===== src/rtl/instruction_fetch_pkg.sv =====
// -----------------------------------------------------------------------------
// instruction_fetch_pkg
//   Shared definitions for the Mini-MIPS instruction fetch stage:
//   word width, PC increment, fetch FSM state encodings, the debug
//   snapshot struct exposed by the top, and a word-alignment helper.
// -----------------------------------------------------------------------------
package instruction_fetch_pkg;

  localparam int WORD_W = 32;
  localparam logic [WORD_W-1:0] PC_INC = 32'd4;

  // Fetch FSM encodings (IF_IDLE/IF_REQ/IF_WAIT/IF_DROP).
  typedef enum logic [1:0] {
    IF_IDLE = 2'd0,
    IF_REQ  = 2'd1,
    IF_WAIT = 2'd2,
    IF_DROP = 2'd3
  } if_state_e;

  // Debug snapshot: current FSM state, FIFO occupancy and whether the
  // current cycle discards an in-flight memory response.
  typedef struct packed {
    if_state_e  state;
    logic [7:0] fifo_count;
    logic       drop_resp;
  } if_dbg_t;

  // Clear the byte-offset bits so every fetch address is word aligned.
  function automatic logic [WORD_W-1:0] word_align(input logic [WORD_W-1:0] addr);
    return addr & ~32'h3;
  endfunction

endpackage


===== src/rtl/instruction_fetch_if.sv =====
// -----------------------------------------------------------------------------
// instruction_fetch_if
//   Bundle of every non-clock signal of the fetch stage.
//   master : the fetch stage (drives imem request, decode output, perf)
//   slave  : its environment (memory, decode, execute redirect)
//
// Handshake semantics:
//   imem  : a request transfers on a rising edge where imem_req & imem_ready.
//           The responder returns exactly one imem_rvalid pulse per accepted
//           request, in order, with at most one request outstanding.
//   decode: an entry transfers on a rising edge where dec_valid & dec_ready;
//           dec_valid never depends combinationally on dec_ready.
//   redirect_valid is a single-cycle command sampled on the rising edge.
// -----------------------------------------------------------------------------
interface instruction_fetch_if;
  import instruction_fetch_pkg::*;

  logic              imem_req;
  logic [WORD_W-1:0] imem_addr;
  logic              imem_ready;
  logic              imem_rvalid;
  logic [WORD_W-1:0] imem_rdata;

  logic              dec_valid;
  logic              dec_ready;
  logic [WORD_W-1:0] dec_pc;
  logic [WORD_W-1:0] dec_instr;

  logic              redirect_valid;
  logic [WORD_W-1:0] redirect_pc;

  logic [WORD_W-1:0] perf_fetched;
  logic [WORD_W-1:0] perf_flushed;

  modport master (
    output imem_req, imem_addr,
    input  imem_ready, imem_rvalid, imem_rdata,
    output dec_valid, dec_pc, dec_instr,
    input  dec_ready,
    input  redirect_valid, redirect_pc,
    output perf_fetched, perf_flushed
  );

  modport slave (
    input  imem_req, imem_addr,
    output imem_ready, imem_rvalid, imem_rdata,
    input  dec_valid, dec_pc, dec_instr,
    output dec_ready,
    output redirect_valid, redirect_pc,
    input  perf_fetched, perf_flushed
  );

endinterface


===== src/rtl/instruction_fetch_fifo.sv =====
// -----------------------------------------------------------------------------
// fetch_fifo
//   Synchronous prefetch FIFO holding {pc, instr} pairs.
//   Ports:
//     clock, reset     : rising-edge clock, async active-low reset
//     i_push, i_wdata  : write an entry (ignored when full)
//     i_pop            : drop the head entry (ignored when empty)
//     i_clear          : empty the FIFO; wins over push and pop
//     o_rdata          : head entry (meaningful only when !o_empty)
//     o_full, o_empty  : occupancy flags
//     o_count          : number of stored entries
//   DEPTH must be a power of two so the pointers wrap naturally.
// -----------------------------------------------------------------------------
module fetch_fifo #(
  parameter  int WIDTH = 64,
  parameter  int DEPTH = 4,
  localparam int AW    = $clog2(DEPTH),
  localparam int CW    = $clog2(DEPTH + 1)
) (
  input  logic             clock,
  input  logic             reset,
  input  logic             i_push,
  input  logic [WIDTH-1:0] i_wdata,
  input  logic             i_pop,
  input  logic             i_clear,
  output logic [WIDTH-1:0] o_rdata,
  output logic             o_full,
  output logic             o_empty,
  output logic [CW-1:0]    o_count
);

  logic [WIDTH-1:0] r_mem [DEPTH];
  logic [AW-1:0]    r_wr_ptr;
  logic [AW-1:0]    r_rd_ptr;
  logic [CW-1:0]    r_count;
  logic             w_do_push;
  logic             w_do_pop;

  assign o_full    = (r_count == CW'(DEPTH));
  assign o_empty   = (r_count == '0);
  assign o_count   = r_count;
  assign o_rdata   = r_mem[r_rd_ptr];
  assign w_do_push = i_push && !o_full;
  assign w_do_pop  = i_pop && !o_empty;

  always_ff @(posedge clock or negedge reset) begin
    if (!reset) begin
      r_wr_ptr <= '0;
      r_rd_ptr <= '0;
      r_count  <= '0;
    end else if (i_clear) begin
      r_wr_ptr <= '0;
      r_rd_ptr <= '0;
      r_count  <= '0;
    end else begin
      if (w_do_push) r_wr_ptr <= r_wr_ptr + AW'(1);
      if (w_do_pop)  r_rd_ptr <= r_rd_ptr + AW'(1);
      case ({w_do_push, w_do_pop})
        2'b10:   r_count <= r_count + CW'(1);
        2'b01:   r_count <= r_count - CW'(1);
        default: r_count <= r_count;
      endcase
    end
  end

  // Storage carries no reset: nothing reads it while the FIFO is empty.
  always_ff @(posedge clock) begin
    if (w_do_push && !i_clear) r_mem[r_wr_ptr] <= i_wdata;
  end

endmodule


===== src/rtl/instruction_fetch.sv =====
// -----------------------------------------------------------------------------
// instruction_fetch
//   Front stage of the Mini-MIPS cpu. Holds the PC, issues word reads to
//   instruction memory, buffers returned {pc, instr} pairs in a prefetch FIFO
//   and hands them to decode. Execute redirects it on taken branches/jumps.
//
//   Parameters:
//     RESET_PC   : PC of the first fetch after reset
//     FIFO_DEPTH : prefetch entries (power of 2, >= 2)
//   Ports:
//     clock      : rising-edge clock
//     reset      : asynchronous, active-low
//     bus        : instruction_fetch_if.master (imem, decode, redirect, perf)
//     o_dbg      : FSM state, FIFO occupancy, response-drop strobe
//
//   Build option: define FETCH_PERF_EN to add the perf_fetched/perf_flushed
//   counters; without it both perf outputs are constant zero.
// -----------------------------------------------------------------------------
module instruction_fetch
  import instruction_fetch_pkg::*;
#(
  parameter logic [31:0] RESET_PC   = 32'h0000_0000,
  parameter int          FIFO_DEPTH = 4
) (
  input  logic                 clock,
  input  logic                 reset,
  instruction_fetch_if.master  bus,
  output if_dbg_t              o_dbg
);

  localparam int CW = $clog2(FIFO_DEPTH + 1);

  if_state_e         r_state;
  if_state_e         w_state_nxt;
  logic [WORD_W-1:0] r_pc;
  logic [WORD_W-1:0] r_req_addr;

  logic              w_req;
  logic              w_accept;
  logic              w_push;
  logic              w_drop_resp;
  logic              w_redirect;
  logic [WORD_W-1:0] w_redirect_pc;

  logic [63:0]       w_fifo_rdata;
  logic              w_full;
  logic              w_empty;
  logic [CW-1:0]     w_count;

  assign w_redirect    = bus.redirect_valid;
  assign w_redirect_pc = word_align(bus.redirect_pc);
  assign w_accept      = w_req && bus.imem_ready;

  // ---------------------------------------------------------------------------
  // Fetch FSM: state register
  // ---------------------------------------------------------------------------
  always_ff @(posedge clock or negedge reset) begin
    if (!reset) r_state <= IF_IDLE;
    else        r_state <= w_state_nxt;
  end

  // ---------------------------------------------------------------------------
  // Fetch FSM: next state and per-cycle strobes
  //   The request is only raised when a FIFO slot is free for its response.
  //   Since a push only happens in WAIT, occupancy cannot grow while a
  //   request is being held, so req never drops before it is accepted
  //   (a redirect may still move the address).
  //   A response that lands in the same cycle as a redirect is discarded and
  //   the FSM returns to REQ, as nothing remains in flight afterwards.
  // ---------------------------------------------------------------------------
  always_comb begin
    w_state_nxt = r_state;
    w_req       = 1'b0;
    w_push      = 1'b0;
    w_drop_resp = 1'b0;
    unique case (r_state)
      IF_IDLE: w_state_nxt = IF_REQ;
      IF_REQ: begin
        w_req = !w_full;
        if (w_req && bus.imem_ready) begin
          // An accepted request coinciding with a redirect is already stale.
          w_state_nxt = w_redirect ? IF_DROP : IF_WAIT;
          w_drop_resp = w_redirect;
        end
      end
      IF_WAIT: begin
        if (w_redirect) begin
          w_drop_resp = 1'b1;
          w_state_nxt = bus.imem_rvalid ? IF_REQ : IF_DROP;
        end else if (bus.imem_rvalid) begin
          w_push      = 1'b1;
          w_state_nxt = IF_REQ;
        end
      end
      IF_DROP: begin
        if (bus.imem_rvalid) w_state_nxt = IF_REQ;
      end
      default: w_state_nxt = IF_IDLE;
    endcase
  end

  // ---------------------------------------------------------------------------
  // PC and request-address tracking. r_req_addr remembers the address of the
  // outstanding request so the response can be tagged with its own PC.
  // ---------------------------------------------------------------------------
  always_ff @(posedge clock or negedge reset) begin
    if (!reset) begin
      r_pc       <= word_align(RESET_PC);
      r_req_addr <= '0;
    end else begin
      if (w_accept) r_req_addr <= r_pc;
      if (w_redirect)    r_pc <= w_redirect_pc;
      else if (w_accept) r_pc <= r_pc + PC_INC;
    end
  end

  // ---------------------------------------------------------------------------
  // Prefetch FIFO. A redirect clears it, including an entry handed to decode
  // in that same cycle.
  // ---------------------------------------------------------------------------
  fetch_fifo #(
    .WIDTH (64),
    .DEPTH (FIFO_DEPTH)
  ) u_fifo (
    .clock   (clock),
    .reset   (reset),
    .i_push  (w_push),
    .i_wdata ({r_req_addr, bus.imem_rdata}),
    .i_pop   (bus.dec_ready),
    .i_clear (w_redirect),
    .o_rdata (w_fifo_rdata),
    .o_full  (w_full),
    .o_empty (w_empty),
    .o_count (w_count)
  );

  assign bus.imem_req  = w_req;
  assign bus.imem_addr = r_pc;
  assign bus.dec_valid = !w_empty;
  // Head fields read as zero while nothing is buffered.
  assign bus.dec_pc    = w_empty ? '0 : w_fifo_rdata[63:32];
  assign bus.dec_instr = w_empty ? '0 : w_fifo_rdata[31:0];

  assign o_dbg = '{state: r_state, fifo_count: 8'(w_count), drop_resp: w_drop_resp};

  // ---------------------------------------------------------------------------
  // Performance counters (wrap naturally at 2^32).
  // perf_flushed adds the entries cleared plus one for a discarded response.
  // ---------------------------------------------------------------------------
`ifdef FETCH_PERF_EN
  logic [WORD_W-1:0] r_perf_fetched;
  logic [WORD_W-1:0] r_perf_flushed;

  always_ff @(posedge clock or negedge reset) begin
    if (!reset) begin
      r_perf_fetched <= '0;
      r_perf_flushed <= '0;
    end else begin
      if (w_push)     r_perf_fetched <= r_perf_fetched + 32'd1;
      if (w_redirect) r_perf_flushed <= r_perf_flushed + 32'(w_count) + 32'(w_drop_resp);
    end
  end

  assign bus.perf_fetched = r_perf_fetched;
  assign bus.perf_flushed = r_perf_flushed;
`else
  assign bus.perf_fetched = '0;
  assign bus.perf_flushed = '0;
`endif

endmodule


===== src/flat_wrapper.sv =====
// flat-port wrapper written by rule: the top's interface ports become plain ports
module instruction_fetch_flat import instruction_fetch_pkg::*;
#(
  parameter logic [31:0] RESET_PC   = 32'h0000_0000,
  parameter int          FIFO_DEPTH = 4
)
  (clock, reset, o_dbg, bus_imem_req, bus_imem_addr, bus_imem_ready, bus_imem_rvalid, bus_imem_rdata, bus_dec_valid, bus_dec_pc, bus_dec_instr, bus_dec_ready, bus_redirect_valid, bus_redirect_pc, bus_perf_fetched, bus_perf_flushed);
  instruction_fetch_if bus_i ();
  input  logic clock;
  input  logic reset;
  output if_dbg_t o_dbg;
  output wire logic [$bits(bus_i.imem_req)-1:0] bus_imem_req;
  output wire logic [$bits(bus_i.imem_addr)-1:0] bus_imem_addr;
  input wire logic [$bits(bus_i.imem_ready)-1:0] bus_imem_ready;
  input wire logic [$bits(bus_i.imem_rvalid)-1:0] bus_imem_rvalid;
  input wire logic [$bits(bus_i.imem_rdata)-1:0] bus_imem_rdata;
  output wire logic [$bits(bus_i.dec_valid)-1:0] bus_dec_valid;
  output wire logic [$bits(bus_i.dec_pc)-1:0] bus_dec_pc;
  output wire logic [$bits(bus_i.dec_instr)-1:0] bus_dec_instr;
  input wire logic [$bits(bus_i.dec_ready)-1:0] bus_dec_ready;
  input wire logic [$bits(bus_i.redirect_valid)-1:0] bus_redirect_valid;
  input wire logic [$bits(bus_i.redirect_pc)-1:0] bus_redirect_pc;
  output wire logic [$bits(bus_i.perf_fetched)-1:0] bus_perf_fetched;
  output wire logic [$bits(bus_i.perf_flushed)-1:0] bus_perf_flushed;
  assign bus_imem_req = bus_i.imem_req;
  assign bus_imem_addr = bus_i.imem_addr;
  assign bus_i.imem_ready = bus_imem_ready;
  assign bus_i.imem_rvalid = bus_imem_rvalid;
  assign bus_i.imem_rdata = bus_imem_rdata;
  assign bus_dec_valid = bus_i.dec_valid;
  assign bus_dec_pc = bus_i.dec_pc;
  assign bus_dec_instr = bus_i.dec_instr;
  assign bus_i.dec_ready = bus_dec_ready;
  assign bus_i.redirect_valid = bus_redirect_valid;
  assign bus_i.redirect_pc = bus_redirect_pc;
  assign bus_perf_fetched = bus_i.perf_fetched;
  assign bus_perf_flushed = bus_i.perf_flushed;
  instruction_fetch #(.RESET_PC(RESET_PC), .FIFO_DEPTH(FIFO_DEPTH)) u_core (.clock(clock), .reset(reset), .bus(bus_i), .o_dbg(o_dbg));
endmodule

===== config.mk =====
export PLATFORM = sky130hd
export DESIGN_NAME = instruction_fetch_flat
export DESIGN_NICKNAME = d
export VERILOG_FILES = /design/src/rtl/instruction_fetch_pkg.sv /design/src/rtl/instruction_fetch_if.sv /design/src/rtl/instruction_fetch_fifo.sv /design/src/rtl/instruction_fetch.sv /design/src/flat_wrapper.sv
export SDC_FILE = /design/constraint.sdc
export NUM_CORES = 1
export LEC_CHECK = 0
export BUFFER_PORTS_ARGS = -buffer_cell sky130_fd_sc_hd__buf_2
export CAP_MARGIN = 5
export CORE_ASPECT_RATIO = 0.7
export CORE_MARGIN = 2
export CORE_UTILIZATION = 50
export DETAILED_ROUTE_END_ITERATION = 16
export PLACE_DENSITY = 0.73
export SYNTH_ARGS = -nofsm -noshare
export SYNTH_HDL_FRONTEND = slang
export SYNTH_SLANG_ARGS = --single-unit

===== constraint.sdc =====
create_clock -name clock -period 6 [get_ports clock]
set_input_delay 0.6 -clock clock [delete_from_list [all_inputs] [get_ports clock]]
set_output_delay 0.6 -clock clock [all_outputs]
set_load 0.05 [all_outputs]

# After elaboration in Yosys (flattened, before gate mapping)
# Memories as Yosys holds them, arrays and structs flattened.
# Cells that the tools add are included.
[classes] addsub=5 n_eq_ne=7 n_mux=25 n_reduce_logical=14
[ops] operator="two-way mux 32 bit" n=4
[ops] operator="adder 32 x 3 -> 32 bit, second input constant" n=1
[ops] operator="two-way mux 2 bit" n=8
[ops] operator="two-way mux 1 bit" n=9
[ops] operator="one-hot mux 2 bit (4 select lines)" n=1
[ops] operator="== test 2 bit, second input constant" n=3
[ops] operator="one-hot mux 3 bit (2 select lines)" n=1
[ops] operator="nonzero test 2 bit" n=3
[ops] operator="logical AND 1 bit" n=5
[ops] operator="adder 2 x 1 -> 2 bit, second input constant" n=2
[ops] operator="== test 2 x 1 -> 1 bit, second input constant" n=2
[ops] operator="adder 3 x 1 -> 3 bit, second input constant" n=1
[ops] operator="== test 3 bit, second input constant" n=1
[ops] operator="zero test 1 bit" n=3
[ops] operator="zero test 3 bit" n=1
[ops] operator="two-way mux 3 bit" n=1
[ops] operator="nonzero test 3 bit" n=1
[ops] operator="subtractor 3 x 1 -> 3 bit, second input constant" n=1
[ops] operator="zero test 2 bit" n=1
[ops] operator="inequality test 2 x 1 -> 1 bit, second input constant" n=1
[ops] operator="one-hot mux 1 bit (2 select lines)" n=1
[word_totals] regBits=73 mem_bits_rw=256 input_bits=70 output_inout_bits=173 wordCells=58 memories=1
[mem_list] name="u_core.u_fifo.r_mem" depth=4 width=64 read_ports=1 rd_ports_with_merged_regs=0 wr=1 line_no="instruction_fetch_fifo.sv:32" text="logic [WIDTH-1:0] r_mem [DEPTH];"

# Depth between registers and ports, before layout
[depth] depth_word=7 ltp_mapped=8 ltp_nobuf=7

# By module
# From an unflattened synthesis, not the netlist that was laid out.
[hier_totals] cells_unflattened=895 area_unflattened_um2=13860.8
[modules_own_cells] module="fetch_fifo" n_inst=1 cells_per_inst=398 area_per_inst_um2=9781.9 seq_area_each_um2=7862.5
[modules_own_cells] module="instruction_fetch" n_inst=1 cells_per_inst=497 area_per_inst_um2=4078.9 seq_area_each_um2=1551.5

# Worst setup path before layout
# No wires, ideal clock.
[synth_path] path_type="register to register" from="reg u_core.r_state[1]" to="mem u_core.u_fifo.r_mem[0][0], enable pin" arrival_time_ns=2.785 slack_ns=2.789 stages_incl_launch_ff=4 path_buffers=0 synth_period_minus_slack_ns=3.211 cell_sequence="dfrtp_1 ha_1 and3b_1 and3_1"
[synth_between] elab_chain_cells=6
[synth_rtl] element="start, declared" line_no="instruction_fetch.sv:33" text="if_state_e r_state;"
[synth_rtl] element="start signal, assigned" line_no="instruction_fetch.sv:59" text="else r_state <= w_state_nxt;"
[synth_rtl] element="== test 2 bit" line_no="instruction_fetch.sv:76" text="unique case (r_state)"
[synth_rtl] element="two-way mux 1 bit" line_no="instruction_fetch.sv:76"
[synth_rtl] element="logical AND 1 bit" line_no="instruction_fetch_fifo.sv:43" text="assign w_do_push = i_push && !o_full;"
[synth_rtl] element="logical AND 1 bit" line_no="instruction_fetch_fifo.sv:68" text="if (w_do_push && !i_clear) r_mem[r_wr_ptr] <= i_wdata;"
[synth_rtl] element="two-way mux 1 bit" line_no="instruction_fetch_fifo.sv:68"
[synth_rtl] element="two-way mux 1 bit (not written as such)" line_no="instruction_fetch_fifo.sv:68"
[synth_rtl] element="end, declared" line_no="instruction_fetch_fifo.sv:32"
# No other way between the ends.

# Worst setup path in the final report
[layout_path] from="reg u_core.u_fifo.r_rd_ptr[0]" to="out bus_dec_instr[8]"
[layout_between] elab_chain_cells=2
[layout_rtl] element="start, declared" line_no="instruction_fetch_fifo.sv:34" text="logic [AW-1:0] r_rd_ptr;"
[layout_rtl] element="start signal, assigned" line_no="instruction_fetch_fifo.sv:57" text="if (w_do_pop) r_rd_ptr <= r_rd_ptr + AW'(1);"
[layout_rtl] element="memory (4 x 64 bit)"
[layout_rtl] element="two-way mux 32 bit" line_no="instruction_fetch.sv:142" text="assign bus.dec_instr = w_empty ? '0 : w_fifo_rdata[31:0];"
[layout_rtl] element="end, declared" line_no="flat_wrapper.sv:19" text="output wire logic [$bits(bus_i.dec_instr)-1:0] bus_dec_instr;"
# No other way between the ends.

==> key figures <==
Worst setup path
  • Worst stage delay on the critical path: 1.08 ns
  • Worst Path Required: 5.40 ns
  • Crit path kind: register to output port
  • Slowest CP cell: dfrtp_4
  • Crit path buf inv count: 2
  • CP startpoint kind: register
  • CP max FO: 46
  • Crit path max-delay family: flip-flops
  • Worst Path Arrival: just over 3 ns
  • Critical-path cell list: buf_4 -> mux4_2 -> and2_1 -> buf_2
  • Setup crit end kind: output port

Synthesis
  • EDFF count, synth: 248
  • Synthesized area per cell: between 15 and 20 um2
  • Synth Instances: approximately 810
  • Post-synth ARST share: a little over a fifth
  • #FFs+latches synth: about 320
  • Synth warnings: 0
  • Mapped Area: 0.0134 mm2
  • Sequential area share after synthesis: between 60% and 70%
  • Post-synth cell types: 47
  • Synth Flop Type: edfxtp_1

Floorplanning
  • Starting Density: about half
  • Core Area: ~0.027 mm2
  • Die height: around 140 um
  • Ports: around 240
  • Full die area: roughly 0.028 mm2
  • Num rows: 50
  • Die X: 200 um

Place
  • Post-DP HPWL: around 16 mm
  • Gpl congestion: approximately 0.78
  • Post-place setup slack: 2.77 ns
  • Port Buf Inserts: about 170
  • Cell Area, Placed: about 0.014 mm2

Global routing
  • Congestion Overflow GR: 0
  • Gr usage total: 18.9%
  • Global-route wire length before repair: ~41 mm
  • Initial antenna violation count: 0
  • Largest net degree at the start of global routing: 70
  • Vias in the first global route: 7131

Power and ir drop
  • VDD IR max: about 0.4 mV
  • Combinational power share: between 20% and 30%
  • Flop pwr share: between 40% and 50%
  • PD cells: 459 mW/mm2
  • Part of the power in the clock network: between 20% and 30%
  • Static leakage: around 5.6 nW
  • Sw frac: 35.7%
  • Net switching power: 2.53 mW
  • Internal: 4.55 mW

Route
  • Via count: approximately 7300
  • Post-DR wirelength/cell: roughly 20 um
  • # DRC: 0
  • Via-per-instance ratio: about 5.4
  • Detailed Route Iter0 Violations: about 510
  • Routed Antenna Nets: 0
  • DRT Wirelength: ~27 mm
  • DRT Pass-1 Iters: 4

Cells and area
  • Layout cells sized above 1: about a third
  • Design area: about 0.015 mm2
  • Diode count: 0
  • P&R area growth vs syn: 14.8%
  • Final Util: approximately 58%
  • Final nets: between 1000 and 1500

Status
  • Status: completed

Timing
  • Fmax: 271 MHz
  • Setup_tns: 0 ns
  • Clock Skew: around 0.014 ns
  • Worst slew margin: between 30% and 40%
  • Fin. Hold Viols: 0
  • Hold Worst Slack: around 0.17 ns
  • Unrepaired setup endpoints after global routing: no
  • Worst-margin pin slew: about 1.0 ns
  • Tmin final: between 3 and 4 ns
  • Max Slew Vio Count: 0
  • Tcrit/Tclk final: between 60 and 70%
  • Final setup violation count: 0
  • Final worst setup slack: about 2.3 ns

Clock tree
  • CTS tree: built
  • Hold buffers post-CTS: 0
  • Clk buf depth: 3
  • Worst-path clk slew: 0.06 ns
  • Cts bufs inserted: 30
  • Total clock sinks: ~320
  • Post-CTS Setup Bufs: 0
  • Clock insertion delay at the later pin of the skew report: 0.55 ns
  • Root Buffer: clkbuf_16
  • H-tree level count: 1
  • CTS-repair resized insts: 0

Flow run
  • Number of max-cap violations: 0

Min path
  • Hold Crit Class: primary input to async pin
==> cell usage after synthesis (all sizes together) (2+ instances only) <==
cell / instances / area share [%]
xnor2: 5 / 0.33
mux4: 62 / 10
nor2: 33 / 0.92
nand4: 7 / 0.33
or4: 17 / 0.95
and2: 67 / 3.1
nand3: 11 / 0.41
or3b: 2 / 0.13
ha: 10 / 0.93
inv: 7 / 0.20
xor2: 4 / 0.26
and4: 6 / 0.39
mux2i: 3 / 0.22
and3: 9 / 0.42
a21oi: 2 / 0.075
dfrtp: 69 / 13
o31ai: 17 / 0.95
edfxtp: 248 / 55
clkbuf: 26 / 0.73
buf: 85 / 4.5
mux2: 32 / 2.7
or3: 7 / 0.33
a31oi: 21 / 0.98
a21boi: 2 / 0.11
nand2: 22 / 0.61
o21ai: 16 / 0.60
nor3: 4 / 0.15
==> power groups by stage <==
stage	clock network (mW)	registers, mW	logic [mW]
floorplan	0	2.97	1.65
global placement	0	2.99	2.09
detailed placement	0	3.01	2.11
CTS	2.06	2.97	2.12
global route	2.15	3.01	2.23
finish	2.02	2.96	2.09
==> layer usage <==
metal	global-route usage (%)	share of wire, %
met3	3.71	6.1
met5	0	0
met4	4.72	2.2
met1	27.7	45
met2	29.4	47
==> flip-flops by register name, indices dropped and copies added (netlist names) <==
register	cells
u_core.bus.imem_addr	30
u_core.r_req_addr	30
u_core.r_state	2
u_core.u_fifo.o_count	3
u_core.u_fifo.r_mem	248
u_core.u_fifo.r_rd_ptr	2
u_core.u_fifo.r_wr_ptr	2
==> area by class of cell <==
| cell class | instances | area, um2 |
|---|---|---|
| timing repair buffer | 170 | 861 |
| multi-input combinational | 445 | 3820 |
| inverter | 7 | 26.3 |
| clock buffer | 38 | 853 |
| fill | 2105 | 11200 |
| sequential | 317 | 9180 |
| clock inverter | 17 | 218 |
| tap | 364 | 455 |
==> cell families (layout without fill, tap and decap cells) <==
family          Yosys count  after routing  synth area share [%]
other cells               1             73                0.0279
mux                      97             97                  13.3
compound gates           63             63                  3.04
fa+ha+maj                11             11                  1.08
flops                   317            317                  68.3
buf+inv                 118            232                  5.46
simple gates            192            192                  8.19
xor+xnor                  9              9                 0.587
==> through the flow <==
step,total power [mW],cells
after floorplan,4.62,880
after global placement,5.09,1303
after detailed placement,5.13,1303
after CTS,7.15,1358
after global routing,7.38,1358
final,7.08,1358
==> worst paths after layout <==
| check | end | slack (ns) | startpoint | depth (start not counted) |
|---|---|---|---|---|
| min reg2reg | u_core.u_fifo.r_mem[1][52] | 0.51 | u_core.r_req_addr[20] | 0 |
| max | bus_dec_instr[8] | 2.31 | u_core.u_fifo.r_rd_ptr[0] | 4 |
| max in group asynchronous | u_core.u_fifo.r_rd_ptr[1] | 5.13 | reset | 1 |
| max reg2reg | u_core.bus.imem_addr[19] | 3.10 | u_core.u_fifo.o_count[0] | 4 |
| min | u_core.r_req_addr[28] | 0.17 | reset | 1 |
| min in group clock | u_core.u_fifo.r_mem[0][26] | 0.26 | bus_imem_rdata[26] | 1 |
==> cell usage in the layout (no fill, tap or decap), types with 5 or more instances in the layout <==
cell type  instances
clkinv_1           5
or4_1             17
bufinv_16          5
and4_1             6
o31ai_1           17
edfxtp_1         248
or3_1              6
and2_1            67
mux2_2            31
mux4_2            62
inv_1              6
nand4_1            7
ha_1              10
dfrtp_1           67
conb_1            73
buf_2            166
and3_1             5
nand2_1           22
xnor2_1            5
a31oi_1           21
nand3_1           11
nor2_1            32
o21ai_0           16
clkbuf_16         32
Power figures use the tool's default switching activity.
